<file path="src/rtl/unfilter_pkg.sv">
// rtl/unfilter_pkg.sv - shared widths, filter type and FSM state encodings for unfilter
// Holds the shared width defines (overridable from the command line), filter type
// encodings and the FSM state encoding. No ports.
`ifndef SIZE_W_WD
`define SIZE_W_WD 8
`endif
`ifndef SIZE_H_WD
`define SIZE_H_WD 8
`endif
`ifndef SIZE_W_MAX
`define SIZE_W_MAX 16
`endif
`ifndef DATA_PXL_WD
`define DATA_PXL_WD 8
`endif

package unfilter_pkg;

  localparam int LANES = `DATA_PXL_WD / 8;

  typedef enum logic [2:0] {
    FLT_NONE  = 3'd0,
    FLT_SUB   = 3'd1,
    FLT_UP    = 3'd2,
    FLT_AVG   = 3'd3,
    FLT_PAETH = 3'd4
  } flt_e;

  typedef enum logic [1:0] {
    ST_IDLE = 2'd0,
    ST_TYPE = 2'd1,
    ST_DATA = 2'd2,
    ST_DONE = 2'd3
  } state_e;

endpackage

</file>
<file path="src/rtl/unfilter_if.sv">
// rtl/unfilter_if.sv - frame control and pixel stream bundle for unfilter
// slave  : cfg_w_i/cfg_h_i/start_i/val_i/dat_i in, done_o/val_o/dat_o/err_o out (DUT side)
// master : the mirror image (source/sink side)
`ifndef SIZE_W_WD
`define SIZE_W_WD 8
`endif
`ifndef SIZE_H_WD
`define SIZE_H_WD 8
`endif
`ifndef DATA_PXL_WD
`define DATA_PXL_WD 8
`endif

interface unfilter_if;
  logic [`SIZE_W_WD-1:0]   cfg_w_i;
  logic [`SIZE_H_WD-1:0]   cfg_h_i;
  logic                    start_i;
  logic                    done_o;
  logic                    val_i;
  logic [`DATA_PXL_WD-1:0] dat_i;
  logic                    val_o;
  logic [`DATA_PXL_WD-1:0] dat_o;
  logic                    err_o;

  modport slave (
    input  cfg_w_i, cfg_h_i, start_i, val_i, dat_i,
    output done_o, val_o, dat_o, err_o
  );

  modport master (
    output cfg_w_i, cfg_h_i, start_i, val_i, dat_i,
    input  done_o, val_o, dat_o, err_o
  );
endinterface

</file>
<file path="src/rtl/unfilter_lane.sv">
// rtl/unfilter_lane.sv - combinational inverse PNG predictor for one 8-bit lane
// Ports: type_i (filter type), d_i (filtered byte), a_i/b_i/c_i (left, up, up-left
// neighbours, already zeroed at row/column edges), out_o (reconstructed byte).
// UNFILTER_PAETH_EN: when defined the Paeth predictor is built.
module unfilter_lane
  import unfilter_pkg::*;
(
  input  flt_e       type_i,
  input  logic [7:0] d_i,
  input  logic [7:0] a_i,
  input  logic [7:0] b_i,
  input  logic [7:0] c_i,
  output logic [7:0] out_o
);

  // 9-bit sum so the average does not lose the carry
  logic [8:0] sum_ab;
  assign sum_ab = {1'b0, a_i} + {1'b0, b_i};

`ifdef UNFILTER_PAETH_EN
  logic signed [9:0] da, db, pa, pb, pc, pc_raw;
  logic [7:0]        paeth;

  assign db     = $signed({2'b00, b_i}) - $signed({2'b00, c_i});
  assign da     = $signed({2'b00, a_i}) - $signed({2'b00, c_i});
  assign pc_raw = da + db;  // a + b - 2c
  assign pa     = (db < 0) ? -db : db;
  assign pb     = (da < 0) ? -da : da;
  assign pc     = (pc_raw < 0) ? -pc_raw : pc_raw;

  always_comb begin
    paeth = c_i;
    if (pa <= pb && pa <= pc) paeth = a_i;
    else if (pb <= pc)        paeth = b_i;
  end
`else
  logic unused_c;
  assign unused_c = ^c_i;
`endif

  always_comb begin
    out_o = d_i;
    case (type_i)
      FLT_SUB:   out_o = d_i + a_i;
      FLT_UP:    out_o = d_i + b_i;
      FLT_AVG:   out_o = d_i + sum_ab[8:1];
`ifdef UNFILTER_PAETH_EN
      FLT_PAETH: out_o = d_i + paeth;
`endif
      default:   out_o = d_i;
    endcase
  end

endmodule

</file>
<file path="src/rtl/unfilter.sv">
// rtl/unfilter.sv - PNG scanline de-filter engine with previous-row line buffer
// Ports: clk, rstn (async active-low), bus (unfilter_if.slave): cfg_w_i/cfg_h_i sampled
// on start_i in IDLE; per row one type beat then cfg_w pixel beats on val_i/dat_i;
// val_o/dat_o one cycle after each pixel; done_o pulse; sticky err_o on illegal type.
// UNFILTER_PAETH_EN: when defined type 4 is Paeth, otherwise it is illegal.
module unfilter
  import unfilter_pkg::*;
(
  input  logic       clk,
  input  logic       rstn,
  unfilter_if.slave  bus
);

  localparam int DW     = `DATA_PXL_WD;
  localparam int WW     = `SIZE_W_WD;
  localparam int HW     = `SIZE_H_WD;
  localparam int IDX_WD = (`SIZE_W_MAX > 1) ? $clog2(`SIZE_W_MAX) : 1;

  state_e          state_q, state_d;
  logic [WW-1:0]   cfg_w_q, cnt_w_q;
  logic [HW-1:0]   cfg_h_q, cnt_h_q;
  flt_e            type_q;
  logic            err_q, val_q, done_q;
  logic [DW-1:0]   dat_q, c_q;
  logic [DW-1:0]   lbuf_q [`SIZE_W_MAX];

  logic            start_go, type_beat, data_beat, last_col, last_row;
  logic            type_legal;
  flt_e            type_in;
  logic [7:0]      type_raw;
  logic [IDX_WD-1:0] idx;
  logic [DW-1:0]   a_v, b_v, c_v, rec;

  assign start_go  = (state_q == ST_IDLE) && bus.start_i;
  assign type_beat = (state_q == ST_TYPE) && bus.val_i;
  assign data_beat = (state_q == ST_DATA) && bus.val_i;
  assign last_col  = (cnt_w_q == cfg_w_q - WW'(1));
  assign last_row  = (cnt_h_q == cfg_h_q - HW'(1));

  assign type_raw = bus.dat_i[7:0];
`ifdef UNFILTER_PAETH_EN
  assign type_legal = (type_raw <= 8'd4);
`else
  assign type_legal = (type_raw <= 8'd3);
`endif
  // Illegal types are folded to None here so the lanes never see them
  assign type_in = type_legal ? flt_e'(type_raw[2:0]) : FLT_NONE;

  // Neighbours: the buffer is never cleared, so row 0 and column 0 are masked here
  assign idx = cnt_w_q[IDX_WD-1:0];
  assign a_v = (cnt_w_q == '0) ? '0 : dat_q;
  assign b_v = (cnt_h_q == '0) ? '0 : lbuf_q[idx];
  assign c_v = (cnt_w_q == '0 || cnt_h_q == '0) ? '0 : c_q;

  for (genvar l = 0; l < LANES; l++) begin : g_lane
    unfilter_lane u_lane (
      .type_i (type_q),
      .d_i    (bus.dat_i[8*l +: 8]),
      .a_i    (a_v[8*l +: 8]),
      .b_i    (b_v[8*l +: 8]),
      .c_i    (c_v[8*l +: 8]),
      .out_o  (rec[8*l +: 8])
    );
  end

  always_comb begin
    state_d = state_q;
    case (state_q)
      ST_IDLE: if (bus.start_i) state_d = ST_TYPE;
      ST_TYPE: if (bus.val_i)   state_d = ST_DATA;
      ST_DATA: if (data_beat && last_col) state_d = last_row ? ST_DONE : ST_TYPE;
      ST_DONE: state_d = ST_IDLE;
      default: state_d = ST_IDLE;
    endcase
  end

  always_ff @(posedge clk or negedge rstn) begin
    if (!rstn) begin
      state_q <= ST_IDLE;
      cfg_w_q <= '0;
      cfg_h_q <= '0;
      cnt_w_q <= '0;
      cnt_h_q <= '0;
      type_q  <= FLT_NONE;
      err_q   <= 1'b0;
      val_q   <= 1'b0;
      dat_q   <= '0;
      c_q     <= '0;
      done_q  <= 1'b0;
    end else begin
      state_q <= state_d;
      val_q   <= data_beat;
      done_q  <= (state_q == ST_DONE);
      if (start_go) begin
        cfg_w_q <= bus.cfg_w_i;
        cfg_h_q <= bus.cfg_h_i;
        cnt_w_q <= '0;
        cnt_h_q <= '0;
        err_q   <= 1'b0;
      end
      if (type_beat) begin
        type_q  <= type_in;
        cnt_w_q <= '0;
        if (!type_legal) err_q <= 1'b1;
      end
      if (data_beat) begin
        dat_q <= rec;
        c_q   <= b_v;
        if (last_col) begin
          if (!last_row) cnt_h_q <= cnt_h_q + HW'(1);
        end else begin
          cnt_w_q <= cnt_w_q + WW'(1);
        end
      end
    end
  end

  // Written after the combinational read, so b always sees the previous row
  always_ff @(posedge clk) begin
    if (data_beat) lbuf_q[idx] <= rec;
  end

  assign bus.val_o  = val_q;
  assign bus.dat_o  = dat_q;
  assign bus.done_o = done_q;
  assign bus.err_o  = err_q;

endmodule
</file>
<file path="src/flat_wrapper.sv">
// flat-port wrapper written by rule: the top's interface ports become plain ports
module unfilter_flat import unfilter_pkg::*;
  (clk, rstn, bus_cfg_w_i, bus_cfg_h_i, bus_start_i, bus_val_i, bus_dat_i, bus_done_o, bus_val_o, bus_dat_o, bus_err_o);
  unfilter_if bus_i ();
  input  logic clk;
  input  logic rstn;
  input wire logic [$bits(bus_i.cfg_w_i)-1:0] bus_cfg_w_i;
  input wire logic [$bits(bus_i.cfg_h_i)-1:0] bus_cfg_h_i;
  input wire logic [$bits(bus_i.start_i)-1:0] bus_start_i;
  input wire logic [$bits(bus_i.val_i)-1:0] bus_val_i;
  input wire logic [$bits(bus_i.dat_i)-1:0] bus_dat_i;
  output wire logic [$bits(bus_i.done_o)-1:0] bus_done_o;
  output wire logic [$bits(bus_i.val_o)-1:0] bus_val_o;
  output wire logic [$bits(bus_i.dat_o)-1:0] bus_dat_o;
  output wire logic [$bits(bus_i.err_o)-1:0] bus_err_o;
  assign bus_i.cfg_w_i = bus_cfg_w_i;
  assign bus_i.cfg_h_i = bus_cfg_h_i;
  assign bus_i.start_i = bus_start_i;
  assign bus_i.val_i = bus_val_i;
  assign bus_i.dat_i = bus_dat_i;
  assign bus_done_o = bus_i.done_o;
  assign bus_val_o = bus_i.val_o;
  assign bus_dat_o = bus_i.dat_o;
  assign bus_err_o = bus_i.err_o;
  unfilter u_core (.clk(clk), .rstn(rstn), .bus(bus_i));
endmodule
</file>
<file path="config.mk">
export PLATFORM = sky130hd
export DESIGN_NAME = unfilter_flat
export DESIGN_NICKNAME = d
export VERILOG_FILES = /design/src/rtl/unfilter_pkg.sv /design/src/rtl/unfilter_if.sv /design/src/rtl/unfilter_lane.sv /design/src/rtl/unfilter.sv /design/src/flat_wrapper.sv
export SDC_FILE = /design/constraint.sdc
export NUM_CORES = 1
export LEC_CHECK = 0
export BUFFER_PORTS_ARGS = -buffer_cell sky130_fd_sc_hd__buf_4
export CORE_MARGIN = 5
export CORE_UTILIZATION = 55
export DETAILED_ROUTE_END_ITERATION = 7
export PLACE_DENSITY = 0.73
export SLEW_MARGIN = 5
export SYNTH_ARGS = -nofsm -noshare
export SYNTH_HDL_FRONTEND = slang
export SYNTH_SLANG_ARGS = --single-unit
</file>
<file path="constraint.sdc">
create_clock -name clk -period 6.5 [get_ports clk]
set_input_delay 0.325 -clock clk [delete_from_list [all_inputs] [get_ports clk]]
set_output_delay 0.325 -clock clk [all_outputs]
set_load 0.01 [all_outputs]
</file>
; After elaboration in Yosys (flattened, before gate mapping)
; Memories as Yosys holds them, arrays and structs flattened.
; Cells that the tools add are included.
[totals]
regBits = 48
n_memories = 1
ram_bits = 128
elab_cells = 61
[memory_table]
columns = memory, depth, width, rd, rd_ports_with_merged_regs, write_ports, line
row1 = u_core.lbuf_q, 16, 8, 1, 0, 1, unfilter.sv:25  ; logic [DW-1:0] lbuf_q [`SIZE_W_MAX];
[op_classes]
muxes = 22
n_eq_ne = 11
n_lt_le_gt_ge = 1
reduce_logical = 8
n_addsub = 8
[ops]
columns = op, n
row1 = $mux 8, 10
row2 = $add 8x8->8, 3
row3 = $pmux 8 s3, 1
row4 = $add 8x1->8 const B, 2
row5 = $eq 8x8->1, 2
row6 = $logic_not 8->1, 2
row7 = $sub 8x1->8 const B, 2
row8 = $add 8x8->9, 1
row9 = $le 8x2->1 const B, 1
row10 = $mux 2, 4
row11 = $pmux 2 s4, 1
row12 = $eq 3x2->1 const B, 2
row13 = $ne 2x2->1 const B, 3
row14 = $mux 1, 5
row15 = $eq 2x2->1 const B, 2
row16 = $logic_and 1x1->1, 4
row17 = $eq 3x1->1 const B, 1
row18 = $mux 3, 1
row19 = $reduce_and 3->1, 1
row20 = $eq 2x1->1 const B, 1
row21 = $logic_not 2->1, 1

; Depth between registers and ports, before layout
; Gate-level depths: netlist of run 1.
[depth]
depth_word = 6
depth_mapped = 21
depth_no_buf = 19

; Cells and area by module
; Synthesis of run 1 repeated with hierarchy kept, for this count alone.
[unflattened]
cells_unflattened = 660
area_unflattened_um2 = 9002.4
[by_module_without_submodules]
columns = module, cells_per_inst, seq_area_each_um2, area_each_um2, instances
row1 = unfilter, 541, 5245.0, 8122.8, 1
row2 = unfilter_lane, 119, 0.0, 879.6, 1

; Worst setup path before layout of run 1
; Ideal clock, no wire load.
[synth_path]
kind = register to register
start = register u_core.cnt_w_q[0]
end = register u_core.dat_q[5] (netlist: u_core.bus.dat_o[5])
setup_slack_ps = 1180
setup_time_ps = 70
synth_period_minus_slack_ps = 5320
arrival_time_ps = 5251
t_required_ps = 6430
n_path_buf = 2
stages_incl_launch_ff = 20
cell_sequence = dfrtp_1 -> buf_2 -> buf_2 -> mux4_2 -> mux4_2 -> and2_1 -> fa_1 -> xnor2_1 -> nor2_1 -> a21oi_1 -> o21ai_0 -> ha_1 -> a21o_1 -> a21oi_1 -> nor2b_1 -> o21ai_0 -> nor2b_1 -> xor2_1 -> o21ai_0 -> mux2_2
[synth_via]
elab_chain_cells = 5
[synth_lines]
columns = element, line
row1 = "start, declared", unfilter.sv:20  ; logic [WW-1:0] cfg_w_q, cnt_w_q;
row2 = "start signal, assigned", unfilter.sv:112  ; cnt_w_q <= cnt_w_q + WW'(1);
row3 = $mem_v2 16x8 / $logic_not 8->1 (equally long branches), n/a
row4 = $mux 8 (on tied branches), "unfilter.sv:52, unfilter.sv:51"
row5 = $add 8x8->9, unfilter_lane.sv:18  ; assign sum_ab = {1'b0, a_i} + {1'b0, b_i};
row6 = $add 8x8->8, unfilter_lane.sv:46  ; FLT_AVG: out_o = d_i + sum_ab[8:1];
row7 = $pmux 8 s3 *, unfilter_lane.sv:43  ; case (type_i)
row8 = via u_core.g_lane[0].u_lane.out_o[5], unfilter_lane.sv:13  ; output logic [7:0] out_o
row9 = "end signal, assigned", unfilter.sv:107  ; dat_q <= rec;
row10 = "end, declared", unfilter.sv:24  ; logic [DW-1:0] dat_q, c_q;
; The timed path passes the listed nets; every way through them passes the cells marked *.
; A chain may end at the register's enable or synchronous reset.

; Worst setup path after layout of run 1
[layout_path]
start = register u_core.cnt_w_q[1]
end = memory u_core.lbuf_q[7][7] in the netlist's numbering, data pin
[layout_via]
elab_chain_cells = 5
[layout_lines]
columns = element, line
row1 = $mem_v2 16x8 / $logic_not 8->1 (equally long branches), n/a
row2 = $mux 8 (on tied branches), "unfilter.sv:52, unfilter.sv:51"
row3 = $add 8x8->9, unfilter_lane.sv:18
row4 = $add 8x8->8, unfilter_lane.sv:46
row5 = $pmux 8 s3 *, unfilter_lane.sv:43
row6 = via u_core.g_lane[0].u_lane.out_o[7], unfilter_lane.sv:13
row7 = "end, declared", unfilter.sv:25
; Marks and branches as above.

==> results of run 1 <==
==> through the flow <==
stage / setup WS, ns / area (µm²) / hold WS (ns)
floorplan: 1.18 / 8500 / 0.0294
global route: 0.237 / 9610 / 0.0777
finish: 0.646 / 9610 / 0.0794
global placement: 0.949 / 9010 / 0.371
detailed placement: 0.741 / 9010 / 0.392
CTS: 0.683 / 9610 / 0.0641
==> power by group <==
group	switching, W	total (W)	leakage (nW)	internal (W)
registers	0.000126	0.00145	1.78	0.00132
clock network	0.000480	0.000997	0.284	0.000517
logic	0.000462	0.000868	1.52	0.000406
total	0.00107	0.00331	3.58	0.00224
==> sequential cells by signal, indices dropped and copies added (netlist names) <==
signal and flops:
u_core.type_q 3, u_core.cnt_w_q 8, u_core.lbuf_q 128, u_core.bus.done_o 1
u_core.bus.err_o 1, u_core.bus.dat_o 8, u_core.cfg_w_q 8, u_core.state_q 2
u_core.cfg_h_q 8, u_core.bus.val_o 1, u_core.cnt_h_q 8
==> path summary, 6_finish.rpt <==
check	startpoint	endpoint	slack [ns]	cells past startpoint
max	u_core.cnt_w_q[1]	u_core.lbuf_q[7][7]	0.65	18
min	bus_cfg_w_i[5]	u_core.cfg_w_q[5]	0.08	3
max reg2reg	u_core.cnt_w_q[1]	u_core.lbuf_q[7][7]	0.65	18
min reg2reg	u_core.bus.err_o	u_core.bus.err_o	0.51	1
max in group asynchronous	rstn	u_core.cnt_w_q[0]	5.61	2
min in group asynchronous	rstn	u_core.cfg_h_q[0]	0.45	2
==> per-layer routing <==
layer,up-vias,wire [µm],global-route usage
met5,-,0,0
met4,0,465,0.0747
met3,38,1380,0.0581
met2,238,9300,0.360
met1,2710,7860,0.291
li1,2501,-,-
==> repair_timing <==
item / in CTS / in global routing
hold buffers: 1 / 0
setup buffers: 0 / 0
hold endpoints to repair: 48 / 0
==> layout make-up <==
class                   count  area share
repair buffers             51      0.0401
clock buffers              18      0.0447
flip-flops and latches    176       0.525
clock inverters            14      0.0163
multi-input cells         421       0.342
inverters                  19     0.00742
well taps                 188      0.0245
==> cells by family after synthesis <==
logic type	Yosys count	share of synthesized area
buf+inv	47	0.0221
flops	176	0.593
xor+xnor	27	0.0278
mux	63	0.125
simple gates	219	0.125
compound gates	87	0.0681
fa+ha+maj	25	0.0385
==> placed cells by master (no fill, tap or decap), types with 5 or more instances in the layout <==
cell type	netlist	layout
a21o_1	6	6
a21oi_1	17	17
and2_1	28	28
buf_4	0	50
clkbuf_16	0	17
dfrtp_1	48	47
edfxtp_1	128	128
ha_1	23	23
inv_1	18	18
inv_8	0	5
mux2_2	6	6
mux2i_1	23	23
mux4_2	34	34
nand2_1	95	95
nand3_1	21	21
nor2_1	20	20
nor2b_1	7	7
nor3_1	13	12
nor4_1	6	6
o21ai_0	24	24
o22ai_1	5	5
o31ai_1	6	6
or3_1	6	6
xnor2_1	14	14
xor2_1	13	13
==> worst max-delay path: cells and delay by family, from the launching register on <==
kind	cells	cell delay [ns]
buffers and inverters	1	0.35
AOI/OAI and AO/OA	6	1.15
muxes	3	0.92
and+or+nand+nor	4	1.30
adders and majority gates	2	0.69
DFF	1	0.84
xor gates and xnor gates	2	0.32
==> results_dict.tcl, run 1 <==
set metrics [dict create \
    io_buffers 38 \
    htree_levels 4 \
    setup_viol 0 \
    place_inst 854 \
    critical-path-slowest-cell "dfrtp_1" \
    cp_cell_sequence "buf_4 > mux4_2 > mux4_2 > and2_1 > ha_1 > a211o_1 > a21oi_1 > o21bai_1 > xor2_1 > mux2i_1 > o21ai_0 > ha_1 > or2_2 > a21oi_1 > a21oi_1 > xor2_1 > or3_1 > nand2_1" \
    synth_area_um2 8500 \
    grt_usage 0.221 \
    p_leak_nw 3.58 \
    synth_ff_type "edfxtp_1" \
    cp_max_fo 16 \
    cp.required_ns 6.65 \
    start_util 0.559 \
    tightest_slew_ns 1.20 \
    fp-row-count 45 \
    synth_area_leaders "edfxtp_1 (45%), dfrtp_1 (14%), mux4_2 (9.0%)" \
    io_pins 39 \
    setup_tns_ns 0 \
    final_antenna_net_count 0 \
    syn_area_per_cell_um2 13.2 \
    syn_inst 644 \
    post_cts_resized 0 \
    die_area_um2 18000 \
    via_per_inst 6.19 \
    multiInputGateArea_um2 3280 \
    worstSkewPairLatency_ns 0.43 \
    coreArea_um2 15200 \
    grt_pass1_vias 5480 \
    power.density_nw_per_um2 345 \
    clock_skew_ns 0.0107 \
    clk_path_buf_depth 2 \
    die_x_um 134 \
    cap_viol_max_count 0 \
    ys_seq_elements 176 \
    numCtsBuffers 17 \
    finalHoldViolations 0 \
    yosysTopAreaCell "edfxtp_1" \
    layout.nets 739 \
    fin_crit_sh 0.901 \
    synth_common_cells "edfxtp_1 (128), nand2_1 (95), dfrtp_1 (48), mux4_2 (34), and2_1 (28)" \
    wl_per_cell_um 21.4 \
    clock-sinks 176 \
    fillers 1107 \
    crit_arrival_ns 6.00 \
    vias 5487 \
    maxSlewHeadroom 0.198 \
    grt_pass1_wl_um 30300 \
    path_clk_slew_ns 0.07 \
    wirelength_um 19000 \
    worst_path_most_repeated_cell "a21oi_1" \
    end_kind "flip-flop" \
    cts_tree "built" \
    place_congestion 0.892 \
    drive_gt1_frac 0.192 \
    start_kind "flip-flop" \
    grt-ovfl-total 0 \
    utilization 0.632 \
    synth_warnings 0 \
    area_growth_pct 12.9 \
    antenna_cells 0 \
    final_cells 887 \
    syn_nets 697 \
    vdd_ir_drop_max_uv 227 \
    critical-path-max-stage-delay_ns 0.84 \
    synth_cell_type_count 55 \
    async_flop_share 0.273 \
    finalPower_w 0.00331 \
    fmax_ghz 0.171 \
    yosysSeqAreaShare 0.593 \
    synth_most_common_cell "edfxtp_1" \
    dr.pass1.iters 5 \
    dp_hpwl_um 12800 \
    period_needed_ns 5.85 \
    hold_path_class "in -> reg" \
    status "finished, final reports clean" \
    remaining_drc_errors 0 \
    clockRootBuffer "clkbuf_16" \
    critical_path_class "reg -> reg" \
    synth_top_cell_area_share 0.452 \
    rsz0062_at_grt "no" \
    antenna_found_initial 0 \
    drtIter0Drc 433 \
    grt_start_max_net_pins 49 \
    dieHeight_um 134 \
    synth_edf_count 128 \
    maxSlewViolCount 0 \
    final-seq-area_um2 5050 \
]
(Power assumes the default switching activity.)
==> run 2: changes to the inputs <==
- CORE_MARGIN: 5 -> default
- CTS_CLUSTER_SIZE: default -> 20
==> run 2 against run 1 <==
Effect of this change:
- design area grew 0.23%
- routed wire length shrank 1.6%
- sequential share of layout area fell by 0.12 points
- first-iteration DRC count is 39% higher
- total power grew 0.73%
- non-clock buffer count did not move
- critical path type unchanged
- clock-buffer cell count down 1
- critical endpoint is now u_core.lbuf_q[12][7]
- largest cell class unchanged
==> results_dict.tcl, run 2 (synthesis results as in run 1) <==
set metrics [dict create \
    status "finished, final reports clean" \
    regMostFlops "u_core.lbuf_q" \
    clock_skew_ns 0.0127 \
    place_ws_ns 0.769 \
    setup_viol 0 \
    grt_usage 0.255 \
    period_needed_ns 5.74 \
    dieHeight_um 126 \
    vias 5401 \
    start_util 0.562 \
    post_cts_resized 0 \
    p_int_w 0.00225 \
    worst_path_most_repeated_cell "a21oi_1" \
    dp_hpwl_um 12300 \
    area_growth_pct 13.2 \
    grt_pass1_wl_um 29800 \
    via_per_inst 6.09 \
    fin_area_um2 9630 \
    finalHoldViolations 0 \
    power.switching_w 0.00109 \
    rsz0062_at_grt "no" \
    crit_buf_inv 0 \
    final_antenna_net_count 0 \
    min_path_cells 3 \
    tightest_slew_ns 1.09 \
    swShare 0.326 \
    fin_crit_sh 0.883 \
    cp.required_ns 6.67 \
    setup_tns_ns 0 \
    antenna_found_initial 1 \
    final_cell_mix "edfxtp_1 (128), nand2_1 (95), buf_4 (50)" \
    power.density_nw_per_um2 346 \
    cp_cell_sequence "mux4_2 > mux4_2 > and2_1 > fa_1 > a211o_1 > a21oi_1 > o21bai_1 > xor2_1 > mux2i_1 > o21ai_0 > ha_1 > or2_2 > a21oi_1 > a21oi_1 > xor2_1 > or3_1 > nand2_1" \
    end_kind "flip-flop" \
    largest_reg_flops 128 \
    critical_path_class "reg -> reg" \
    path_depth 17 \
    wirelength_um 18700 \
    hold_path_class "in -> reg" \
    grt-ovfl-total 0 \
    clockRootBuffer "clkbuf_16" \
    cp_max_fo 27 \
    maxSlewHeadroom 0.262 \
    clkPwrFrac 0.306 \
    antenna_cells 0 \
    maxSlewViolCount 0 \
    p_leak_nw 3.59 \
    clk_path_buf_depth 2 \
    fillers 1058 \
    htree_levels 4 \
    drive_gt1_frac 0.193 \
    crit_family "simple AND/OR/NAND/NOR gates" \
    die_area_um2 16000 \
    grt_start_max_net_pins 49 \
    r2r_cells 17 \
    fmax_ghz 0.174 \
    drtIter0Drc 602 \
    finalPower_w 0.00334 \
    numCtsBuffers 17 \
    remaining_drc_errors 0 \
    cap_viol_max_count 0 \
    clock-sinks 176 \
    start_kind "flip-flop" \
    p_comb_frac 0.255 \
    place_congestion 0.874 \
    setup_ws_ns 0.761 \
    io_pins 39 \
    worstSkewPairLatency_ns 0.45 \
    wl_per_cell_um 21.1 \
    critical-path-max-stage-delay_ns 0.91 \
    crit_arrival_ns 5.91 \
    layout.nets 739 \
    die_x_um 126 \
    io_buffers 38 \
    critical-path-slowest-cell "dfrtp_2" \
    cts_tree "built" \
    vdd_ir_drop_max_uv 181 \
    final_common_cell "edfxtp_1" \
    fp-row-count 45 \
    grt_pass1_vias 5274 \
    p_seq_frac 0.439 \
    dr.pass1.iters 5 \
    coreArea_um2 15100 \
    utilization 0.636 \
    path_clk_slew_ns 0.08 \
    dpl_cell_area_um2 9010 \
]
==> run 2: cell types whose count changed in the layout (fill, tap and decap cells not counted), sizes merged <==
cell,change
clkinvlp,-1
inv,-2
clkbuf,-1
clkinv,+4
==> run 2: final cells by class <==
type / instances / area (µm²) / area share
sequential: 176 / 5050 / 0.524
multi-input combinational: 421 / 3280 / 0.341
clock buffer: 17 / 425 / 0.0442
timing repair buffer: 51 / 385 / 0.0400
tap: 188 / 235 / 0.0244
clock inverter: 15 / 183 / 0.0190
inverter: 19 / 71.3 / 0.00741
==> run 2: path summary, 6_finish.rpt <==
check / from / end / slack (ns)
max in group asynchronous: rstn / u_core.cnt_w_q[0] / 5.59
min in group asynchronous: rstn / u_core.bus.dat_o[3] / 0.46
worst max register to register: u_core.cnt_w_q[0] / u_core.lbuf_q[12][7] / 0.76
worst min-delay path: bus_cfg_w_i[5] / u_core.cfg_w_q[5] / 0.07
worst max-delay path: u_core.cnt_w_q[0] / u_core.lbuf_q[12][7] / 0.76
worst min register to register: u_core.cfg_h_q[7] / u_core.cfg_h_q[7] / 0.50
==> run 2: routing by layer <==
layer | part of all wire | global-route usage | up-vias | wire length (µm)
li1 | - | - | 2492 | -
met1 | 0.43 | 0.347 | 2692 | 8120
met2 | 0.48 | 0.398 | 183 | 8990
met3 | 0.066 | 0.0641 | 32 | 1240
met4 | 0.018 | 0.0978 | 2 | 345
met5 | 0.00070 | 0 | - | 13
==> run 2: worst min-delay path: cells and delay by family <==
kind                   cells  cell delay, ns
buffers and inverters      1            0.07
AND/OR/NAND/NOR            2            0.08
==> run 2: timing repair <==
item | in CTS | in global routing
hold buffers | 1 | 0
endpoints found under the setup margin | 0 | 0
buffers inserted | 0 | 0
endpoints found under the hold margin | 48 | 0
==> run 2: power by group through the flow <==
stage	logic (W)	clock network, W	registers (W)
4_1_cts	0.000851	0.00103	0.00146
3_3_place_gp	0.000814	0	0.00148
5_1_grt	0.000948	0.00107	0.00148
6_report	0.000852	0.00102	0.00146
3_5_place_dp	0.000841	0	0.00149
2_1_floorplan	0.000651	0	0.00142
==> run 2: stage by stage <==
stage | hold WS [ns] | instances
finish | 0.0682 | 887
global route | 0.0712 | 887
CTS | 0.0580 | 887
detailed placement | 0.397 | 854
global placement | 0.383 | 854
floorplan | 0.0294 | 644
==> run 3: changes to the inputs <==
- CORE_ASPECT_RATIO: default -> 1.25
==> run 3 against run 2 <==
Effect of this change:
- cell count down 0.90%
- core utilization up 0.54 points
- via count up 0.89%
- largest cell class unchanged
- largest power group unchanged
==> results_dict.tcl, run 3 (synthesis results as in run 1) <==
set metrics [dict create \
    grt-ovfl-total 0 \
    path_clk_slew_ns 0.07 \
    start_kind "flip-flop" \
    p_leak_nw 3.59 \
    io_pins 39 \
    whs_ns 0.0688 \
    final_common_cell "edfxtp_1" \
    clock_skew_ns 0.0103 \
    end_kind "flip-flop" \
    met3_usage 0.0606 \
    cp.required_ns 6.67 \
    rsz0062_at_grt "no" \
    die_x_um 113 \
    place_congestion 0.841 \
    dp_hpwl_um 12800 \
    start_util 0.566 \
    dieHeight_um 141 \
    largest_reg_flops 128 \
    finalPower_w 0.00338 \
    regMostFlops "u_core.lbuf_q" \
    swShare 0.325 \
    grtUsageMet2 0.442 \
    setup_tns_ns 0 \
    fillers 1079 \
    power.density_nw_per_um2 351 \
    htree_levels 4 \
    layout.nets 737 \
    crit_arrival_ns 5.95 \
    clock-sinks 176 \
    cts_tree "built" \
    io_buffers 38 \
    power.switching_w 0.00110 \
    critical_path_class "reg -> reg" \
    final-seq-area_um2 5050 \
    fmax_ghz 0.173 \
    vias 5449 \
    setup_viol 0 \
    die_area_um2 16000 \
    cap_viol_max_count 0 \
    period_needed_ns 5.78 \
    hold_path_class "in -> reg" \
    drive_gt1_frac 0.189 \
    grt_pass1_wl_um 30400 \
    area_growth_pct 13.2 \
    remaining_drc_errors 0 \
    grtUsageMet1 0.319 \
    p_comb_frac 0.253 \
    via_per_inst 6.20 \
    final_cell_mix "edfxtp_1 (128), nand2_1 (95), buf_4 (48)" \
    finalHoldViolations 0 \
    status "finished, final reports clean" \
    wl_per_cell_um 22.1 \
    top_usage_layer "met2" \
    grt_start_max_net_pins 49 \
    multiInputGateArea_um2 3290 \
    p_int_w 0.00228 \
    tightest_slew_ns 1.17 \
    coreArea_um2 15000 \
    grt_usage 0.261 \
    maxSlewViolCount 0 \
    maxSlewHeadroom 0.210 \
    drtIter0Drc 474 \
    antenna_found_initial 0 \
    fin_crit_sh 0.889 \
    vdd_ir_drop_max_uv 252 \
    clockRootBuffer "clkbuf_16" \
    clk_path_buf_depth 2 \
    fp-row-count 50 \
    utilization 0.641 \
    clkPwrFrac 0.312 \
    grt_pass1_vias 5529 \
    worstSkewPairLatency_ns 0.44 \
    dr.pass1.iters 5 \
    place_ws_ns 0.741 \
    cts_setup_buffers 0 \
    setup_ws_ns 0.724 \
    numCtsBuffers 17 \
    cp_max_fo 24 \
    p_seq_frac 0.435 \
    wirelength_um 19500 \
    final_antenna_net_count 0 \
    antenna_cells 0 \
]
run 3: cell count changes in the layout (fill, tap and decap cells not counted), sizes merged:
cell      delta
clkinv       -3
bufinv       +1
clkinvlp     +1
buf          -2
clkbuf       +1
run 3: metal layers:
| metal | wire [µm] | up-vias |
|---|---|---|
| met4 | 626 | 0 |
| met2 | 10100 | 186 |
| met5 | 0 | - |
| li1 | - | 2481 |
| met1 | 7840 | 2735 |
| met3 | 933 | 47 |
run 3: through the flow:
stage,instance area [µm²],cells
6_report,9630,879
5_1_grt,9630,879
3_3_place_gp,8990,846
2_1_floorplan,8500,644
3_5_place_dp,8990,846
4_1_cts,9620,879
run 3: worst paths after layout:
check | slack, ns | cells after the start | end | from
worst max-delay path | 0.72 | 18 | u_core.lbuf_q[2][7] | u_core.cnt_w_q[1]
worst min-delay path | 0.07 | 3 | u_core.cfg_h_q[4] | bus_cfg_h_i[4]
worst max register to register | 0.72 | 18 | u_core.lbuf_q[2][7] | u_core.cnt_w_q[1]
worst min register to register | 0.51 | 1 | u_core.bus.err_o | u_core.bus.err_o
max in group asynchronous | 5.58 | 2 | u_core.cnt_w_q[0] | rstn
min in group asynchronous | 0.45 | 2 | u_core.cfg_h_q[0] | rstn
run 3: final cells by class:
| type | count | share of cell area |
|---|---|---|
| inverter | 19 | 0.00741 |
| tap | 182 | 0.0237 |
| clock buffer | 18 | 0.0446 |
| multi-input combinational | 421 | 0.342 |
| sequential | 176 | 0.524 |
| clock inverter | 14 | 0.0200 |
| timing repair buffer | 49 | 0.0385 |
run 3: power groups by stage:
stage	Combinational, W	Sequential (W)	Clock, W
2_1_floorplan	0.000651	0.00142	0
3_3_place_gp	0.000813	0.00148	0
3_5_place_dp	0.000840	0.00149	0
4_1_cts	0.000855	0.00147	0.00106
5_1_grt	0.000945	0.00149	0.00110
6_report	0.000855	0.00147	0.00105
run 3: repair_timing:
item,in CTS,in global routing
gates resized for setup,0,0
hold buffers,1,0
hold endpoints to repair,48,0
run 3: worst max-delay path, cell delays in order, from the launching register on:
cell      delay [ns]
dfrtp_1         1.06
buf_4           0.36
mux4_2          0.32
mux4_2          0.45
and2_1          0.19
ha_1            0.37
o21a_1          0.23
a21oi_1         0.20
o21bai_1        0.11
xor2_1          0.14
mux2i_1         0.08
o21ai_0         0.25
ha_1            0.31
or2_2           0.30
a21oi_1         0.14
a21oi_1         0.06
xor2_1          0.18
or3_1           0.35
nand2_1         0.39
